## src/rtl/fetch_ctrl_pkg.sv

```systemverilog
// Shared constants, state encoding and immediate decode for the fetch front end.
package fetch_ctrl_pkg;

  localparam logic [6:0] OPC_BRANCH = 7'b1100011;
  localparam logic [6:0] OPC_JAL    = 7'b1101111;

  localparam logic [1:0] BHT_SNT = 2'b00;
  localparam logic [1:0] BHT_WNT = 2'b01;
  localparam logic [1:0] BHT_ST  = 2'b11;

  typedef enum logic {
    RUN    = 1'b0,
    HALTED = 1'b1
  } fetch_state_t;

  function automatic logic [31:0] imm_b(input logic [31:0] inst);
    return {{20{inst[31]}}, inst[7], inst[30:25], inst[11:8], 1'b0};
  endfunction

  function automatic logic [31:0] imm_j(input logic [31:0] inst);
    return {{12{inst[31]}}, inst[19:12], inst[20], inst[30:21], 1'b0};
  endfunction

endpackage

```

## src/rtl/fetch_ctrl_bht.sv

```systemverilog
// Branch history table: 2-bit saturating counters, combinational read,
// synchronous update. A same-cycle read of an updated entry sees the old value.
module bht
  import fetch_ctrl_pkg::*;
#(
  parameter int IDX_W = 4
) (
  input  logic             CLK,
  input  logic             RSTn,
  input  logic [IDX_W-1:0] rd_idx,
  output logic [1:0]       rd_ctr,
  input  logic             upd_en,
  input  logic [IDX_W-1:0] upd_idx,
  input  logic             upd_taken
);

  localparam int N_ENT = 1 << IDX_W;

  logic [1:0] ctr_q [N_ENT];

  assign rd_ctr = ctr_q[rd_idx];

  always_ff @(posedge CLK) begin
    if (!RSTn) begin
      for (int i = 0; i < N_ENT; i++) ctr_q[i] <= BHT_WNT;
    end else if (upd_en) begin
      if (upd_taken) begin
        if (ctr_q[upd_idx] != BHT_ST) ctr_q[upd_idx] <= ctr_q[upd_idx] + 2'd1;
      end else begin
        if (ctr_q[upd_idx] != BHT_SNT) ctr_q[upd_idx] <= ctr_q[upd_idx] - 2'd1;
      end
    end
  end

endmodule

```

## src/rtl/fetch_ctrl.sv

```systemverilog
// Instruction-fetch front end: PC register, BHT-based next-PC prediction and
// stall/redirect/halt handling toward the IF/ID register.
//
//   state  | meaning
//   RUN    | normal fetch, honours halt > redirect > stall > predict
//   HALTED | PC frozen, IF/ID filled with bubbles until reset
module fetch_ctrl
  import fetch_ctrl_pkg::*;
#(
  parameter int              PC_W      = 12,
  parameter int              BHT_IDX_W = 4,
  parameter logic [PC_W-1:0] RESET_PC  = '0
) (
  input  logic            CLK,
  input  logic            RSTn,
  output logic [PC_W-1:0] imem_addr_o,
  input  logic [31:0]     imem_data_i,
  input  logic            stall_i,
  input  logic            redirect_i,
  input  logic [PC_W-1:0] redirect_pc_i,
  input  logic            bupd_i,
  input  logic [PC_W-1:0] bupd_pc_i,
  input  logic            bupd_taken_i,
  input  logic            halt_i,
  output logic [PC_W-1:0] pc_o,
  output logic            bpr_o,
  output logic            flush_o,
  output logic            latchn_o
);

  fetch_state_t    state_q, state_d;
  logic [PC_W-1:0] pc_q, pc_d;
  logic [PC_W-1:0] pred_pc;
  logic [PC_W-1:0] pred_off;
  logic [1:0]      bht_ctr;
  logic            is_b, is_jal;
  logic            unused_bupd_bits;

  assign unused_bupd_bits = ^bupd_pc_i;

  bht #(.IDX_W(BHT_IDX_W)) u_bht (
    .CLK       (CLK),
    .RSTn      (RSTn),
    .rd_idx    (pc_q[BHT_IDX_W+1:2]),
    .rd_ctr    (bht_ctr),
    .upd_en    (bupd_i && (state_q != HALTED)),
    .upd_idx   (bupd_pc_i[BHT_IDX_W+1:2]),
    .upd_taken (bupd_taken_i)
  );

  assign is_b   = (imem_data_i[6:0] == OPC_BRANCH);
  assign is_jal = (imem_data_i[6:0] == OPC_JAL);
  assign bpr_o  = is_jal | (is_b & bht_ctr[1]);

  always_comb begin
    pred_off = PC_W'(3'd4);
    if (bpr_o) pred_off = is_jal ? PC_W'(imm_j(imem_data_i)) : PC_W'(imm_b(imem_data_i));
  end

  assign pred_pc = pc_q + pred_off;

  // Reset outranks everything, so the reset cycle always shows a plain fetch.
  always_comb begin
    state_d  = state_q;
    pc_d     = pc_q;
    flush_o  = 1'b0;
    latchn_o = 1'b0;
    if (RSTn) begin
      case (state_q)
        HALTED: flush_o = 1'b1;
        default: begin
          if (halt_i) begin
            state_d = HALTED;
            flush_o = 1'b1;
          end else if (redirect_i) begin
            pc_d    = redirect_pc_i;
            flush_o = 1'b1;
          end else if (stall_i) begin
            latchn_o = 1'b1;
          end else begin
            pc_d = pred_pc;
          end
        end
      endcase
    end
  end

  always_ff @(posedge CLK) begin
    if (!RSTn) begin
      state_q <= RUN;
      pc_q    <= RESET_PC;
    end else begin
      state_q <= state_d;
      pc_q    <= pc_d;
    end
  end

  assign pc_o        = pc_q;
  assign imem_addr_o = pc_q;

endmodule

```

## config.mk

```make
export PLATFORM = sky130hd
export DESIGN_NAME = fetch_ctrl
export DESIGN_NICKNAME = d
export VERILOG_FILES = /design/src/rtl/fetch_ctrl_pkg.sv /design/src/rtl/fetch_ctrl_bht.sv /design/src/rtl/fetch_ctrl.sv
export SDC_FILE = /design/constraint.sdc
export NUM_CORES = 1
export LEC_CHECK = 0
export BUFFER_PORTS_ARGS = -buffer_cell sky130_fd_sc_hd__buf_2
export CAP_MARGIN = 30
export CORE_MARGIN = 8
export CORE_UTILIZATION = 49
export CTS_BUF_LIST = sky130_fd_sc_hd__clkbuf_4
export DETAILED_ROUTE_END_ITERATION = 10
export PLACE_DENSITY = 0.75
export RECOVER_POWER = 25
export SLEW_MARGIN = 20
export SYNTH_ARGS = -nofsm -noshare
export SYNTH_HDL_FRONTEND = slang
export SYNTH_SLANG_ARGS = --single-unit
export TNS_END_PERCENT = 10
```

## constraint.sdc

```tcl
create_clock -name CLK -period 3.3 [get_ports CLK]
set_input_delay 0.66 -clock CLK [delete_from_list [all_inputs] [get_ports CLK]]
set_output_delay 0.66 -clock CLK [all_outputs]
set_load 0.05 [all_outputs]
```

Word-level counts from Yosys, hierarchy flattened:

Memories as Yosys holds them, arrays and structs flattened. A register that Yosys moved wholly into a read port is not among the register bits.
Cells that the tools add are included.

* output and inout bits: 27
* bits in writable memories: 32
* memories: 1
* input bits: 63
* register bits: 13

Memories
* u_bht.ctr_q: words 16, width 2, rd ports 2, clocked after memory_dff 1, wr ports 16, RTL line fetch_ctrl_bht.sv:19 `logic [1:0] ctr_q [N_ENT];`

* bitwise logic cells: 5
* add/subtract/negate cells: 3
* reductions and logical operators: 4
* equality and inequality tests: 4
* muxes and demuxes: 32

Operator list (number)
* 12-bit two-way mux: 4
* 1-bit two-way mux: 23
* 7-bit equality test (second input constant): 2
* 12-bit adder: 1
* 4-bit two-way mux: 3
* 2-bit two-way mux: 2
* 3-bit AND reduction: 1
* 2-bit by 1-bit adder with 2-bit output (second input constant): 1
* 2-bit by 1-bit inequality test with 1-bit output (second input constant): 1
* 2-bit inequality test (second input constant): 1
* 1-bit inverter: 2
* 1-bit bitwise OR: 2
* 2-bit nonzero test: 1
* 2-bit OR reduction: 1
* 2-bit by 1-bit subtractor with 2-bit output (second input constant): 1
* 1-bit bitwise AND: 1
* 1-bit logical AND: 1

Logic depth before layout (Yosys ltp):

An unclocked memory read counts as a cell.

* depth in word-level cells: 10
* mapped depth: 16
* mapped depth without buffers: 15

Modules after synthesis:

A second synthesis with hierarchy kept.

* cells, all modules: 335
* area, all modules: 3382.0 µm²

Modules (own cells, without submodules)
* bht: sequential area each 960.9 µm², instances 1, cells each 171, area each 2080.7 µm²
* fetch_ctrl: sequential area each 260.2 µm², instances 1, cells each 164, area each 1301.2 µm²

Worst setup path before layout:

Ideal clock, no wire load.

* path type: reg-to-reg
* from: register (tool-made name)
* to: register pc_q[10], in the netlist imem_addr_o[10]
* required time: 3.178 ns
* path slack: -0.397 ns
* path buffers: 1
* arrival time: 3.575 ns
* cell stages (with the launch flop): 16
* cell sequence: dfxtp_1 > clkbuf_1 > mux4_2 > mux2_2 > nand3b_1 > a21oi_1 > a21oi_1 > nor2_1 > and2_1 > ha_1 > o21ai_0 > nor2b_1 > o31ai_1 > a311oi_1 > xnor2_1 > o311a_1

RTL lines
* end signal, assigned: RTL line fetch_ctrl.sv:94 `pc_q <= pc_d;`
* end, declared: RTL line fetch_ctrl.sv:32 `logic [PC_W-1:0] pc_q, pc_d;`

==> flow_metrics.py <==
metrics = {
    "status": {
        "status": "finished with violations",
        "violations": "setup timing",
    },
    "clocking": {
        "cts_num_sinks": 49,
        "cts_tree": "yes",
        "clockBufferDepth": 2,
        "cts_root_buf": "clkbuf_4",
        "cts_buffers": 5,
        "htree_levels": 2,
        "ctsHoldBuffers": 0,
        "clk-insertion-delay-late_ns": 0.37,
        "clk_pin_slew_ns": 0.15,
    },
    "logic_synthesis": {
        "synthFlopType": "edfxtp_1",
        "netlist_area_sq_um": 3080,
        "yosysSeqAreaShare_pct": 42.2,
        "syn_inst": 301,
        "yosysWarnings": 0,
        "yosysTopAreaCell": "edfxtp_1",
        "synthTopCellsByCount": "edfxtp_1 (32), nor2_1 (32), nand2_1 (23)",
        "yosys-top-cells-area": "edfxtp_1 (31%), dfxtp_1 (11%), mux4_2 (8.8%)",
        "ys_ff_latch": 49,
        "syn-num-nets": 375,
        "ys_async_sr_fraction_pct": 0,
        "synth_edf_count": 32,
        "synth_top_area_share_pct": 31.2,
        "synthDistinctLibCells": 52,
        "avgSynthCellArea_sq_um": 10.2,
    },
    "setup_path": {
        "startpoint": "u_bht.ctr_q[15][1]",
        "critical_path.top_delay_family": "compound AO/OA/AOI/OAI gates",
        "crit_path_top_delay_cell": "mux4_2",
        "worst_ep_arrival_time_ns": 3.67,
        "worstPathCellList": "mux4_2 -> mux2_4 -> nand3b_1 -> a21oi_2 -> a22o_1 -> ha_2 -> fa_2 -> a211oi_2 -> buf_4 -> nor2_1 -> o21a_1 -> nor2_1 -> xor2_1 -> o211ai_1 -> o211a_1",
        "path_buf_inv": 1,
        "worstSetupPathType": "flip-flop to flip-flop",
        "cp-start-kind": "flip-flop",
        "worstPathRequired_ns": 3.58,
        "crit_path_max_incr_delay_ns": 0.48,
        "cp_max_fo": 3,
        "cp-end-kind": "flip-flop",
        "path_common_cell": "nor2_1",
        "r2r-start": "u_bht.ctr_q[15][1]",
    },
    "timing": {
        "rsz0062_at_grt": "true",
        "worst_pin_slew_ns": 0.618,
        "setup_viol": 3,
        "slew_headroom_pct": 58.6,
        "hold_violations": 0,
        "fin_crit_sh_pct": 103,
        "finClkSkew_ns": 0.00877,
        "tns_ns": -0.168,
        "postLayoutSetupSlackWorst_ns": -0.0886,
        "drv_slew": 0,
        "clock.fmax_mhz": 295,
        "post-route-min-period_ns": 3.39,
    },
    "floorplan": {
        "ioPinCount": 90,
        "initial_core_util_pct": 49.7,
        "die_h_microns": 95.3,
        "die_w_microns": 95.3,
        "die-area_sq_um": 9090,
        "rows": 29,
        "fp.coreArea_sq_um": 6200,
    },
    "finish": {
        "drive_gt1_share_pct": 36.1,
        "nNetsFinal": 480,
        "stdcell_area_sq_um": 3880,
        "n_antenna_cell": 0,
        "synthToLayoutAreaGrowth_pct": 25.7,
        "final_util_pct": 62.5,
        "fillCellCount": 540,
    },
    "power_and_ir_drop": {
        "cellLeakagePower_nw": 1.54,
        "power_mw": 1.31,
        "peakVddDrop_uv": 213,
        "power_density_nw_per_um2": 339,
    },
    "routing": {
        "drt-pass1-iter-count": 4,
        "wl_per_cell_microns": 16.6,
        "drcViolationCount": 0,
        "wl_microns": 8020,
        "route.vias.total": 2670,
        "ant_nets": 0,
        "drtIter0Drc": 77,
        "vias_per_cell": 5.52,
    },
    "global_routing": {
        "grtUsageTotal_pct": 18.3,
        "grt_pass1_vias": 2723,
        "grt_pass1_wl_microns": 13000,
        "grt_max_degree": 34,
        "gr-total-overflow": 0,
        "antenna_found_initial": 0,
    },
    "place": {
        "pre_cts_ws_ns": -0.359,
        "place_area_sq_um": 3750,
        "place_congestion": 0.865,
        "portBuffers": 72,
        "hpwlAfterDp_microns": 6430,
    },
    "min_path": {
        "hp-start": "imem_addr_o[0]",
        "hold_class": "flip-flop to flip-flop",
    },
    "flow_run": {
        "drv_cap": 0,
    },
}
-- power breakdown --
part           internal, mW  switching, mW  total (mW)
clock network        0.0854          0.207       0.292
logic                 0.126          0.197       0.324
registers             0.676         0.0216       0.697
total                 0.887          0.425        1.31
-- worst min-delay path, stage by stage (launching register included) --
cell,delay (ns)
dfxtp_1,0.35
nand2_1,0.06
a21boi_0,0.07
-- cell families after synthesis --
logic type,after synthesis,synth area share (%)
AO/OA/AOI/OAI,62,13.4
XOR/XNOR,8,2.27
adder cells (fa/ha/maj),11,4.71
buffers and inverters,30,5.56
flip-flops,49,42.2
multiplexers,21,11.7
AND/OR/NAND/NOR,120,20.2
-- metrics by stage --
stage,hold slack [ns],instances
after global placement,0.460,470
after global routing,0.544,484
after CTS,0.506,483
after floorplan,0.595,301
final,0.504,484
after detailed placement,0.487,470
-- per-layer routing --
layer  wire, microns  vias up  GRT usage (%)
met2            4130       90           33.8
li1                -     1313              -
met3             675       10           3.78
met4              82        0           4.68
met5               0        -              0
met1            3130     1257           20.8
-- what timing repair did --
item	CTS	global route
endpoints found under the setup margin	4	14
gates resized for setup	8	7
setup buffers	5	1
gates cloned	0	0
pin swaps	9	6
-- cell usage in the layout (no fill, tap or decap), types with 6 or more instances in the layout --
| master | synthesis | layout |
|---|---|---|
| o211a_1 | 6 | 6 |
| and2_1 | 6 | 6 |
| mux4_2 | 12 | 12 |
| buf_2 | 2 | 51 |
| nand2b_1 | 13 | 13 |
| nand4_1 | 8 | 8 |
| buf_4 | 13 | 51 |
| xnor2_1 | 6 | 6 |
| a21oi_1 | 11 | 7 |
| or2_2 | 6 | 6 |
| o21ai_1 | 2 | 7 |
| nor2_1 | 32 | 31 |
| edfxtp_1 | 32 | 32 |
| o21ai_0 | 18 | 12 |
| nand2_1 | 23 | 23 |
| dfxtp_1 | 17 | 16 |
| mux2i_1 | 8 | 8 |
| clkbuf_1 | 8 | 21 |
| ha_1 | 10 | 9 |
-- cell type report --
type	count	area, sq um	share of cell area [%]
tap	77	96.3	2.48
sequential	49	1300	33.6
clock inverter	3	21.3	0.549
multi-input combinational	222	1680	43.4
timing repair buffer	123	717	18.5
clock buffer	5	37.5	0.968
inverter	5	18.8	0.484
-- state kept, by name (all words and copies together), names as in the netlist, named ones only --
register     cells
state_q          1
u_bht.ctr_q     32
imem_addr_o     12
-- worst paths after layout --
path / cells after the start / slack, ns / end
setup / recovery: 15 / -0.09 / imem_addr_o[7]
hold / removal: 2 / 0.50 / imem_addr_o[0]
setup reg to reg: 15 / -0.09 / imem_addr_o[7]
hold reg to reg: 2 / 0.50 / imem_addr_o[0]
No activity file was read; power rests on OpenSTA's default activity.
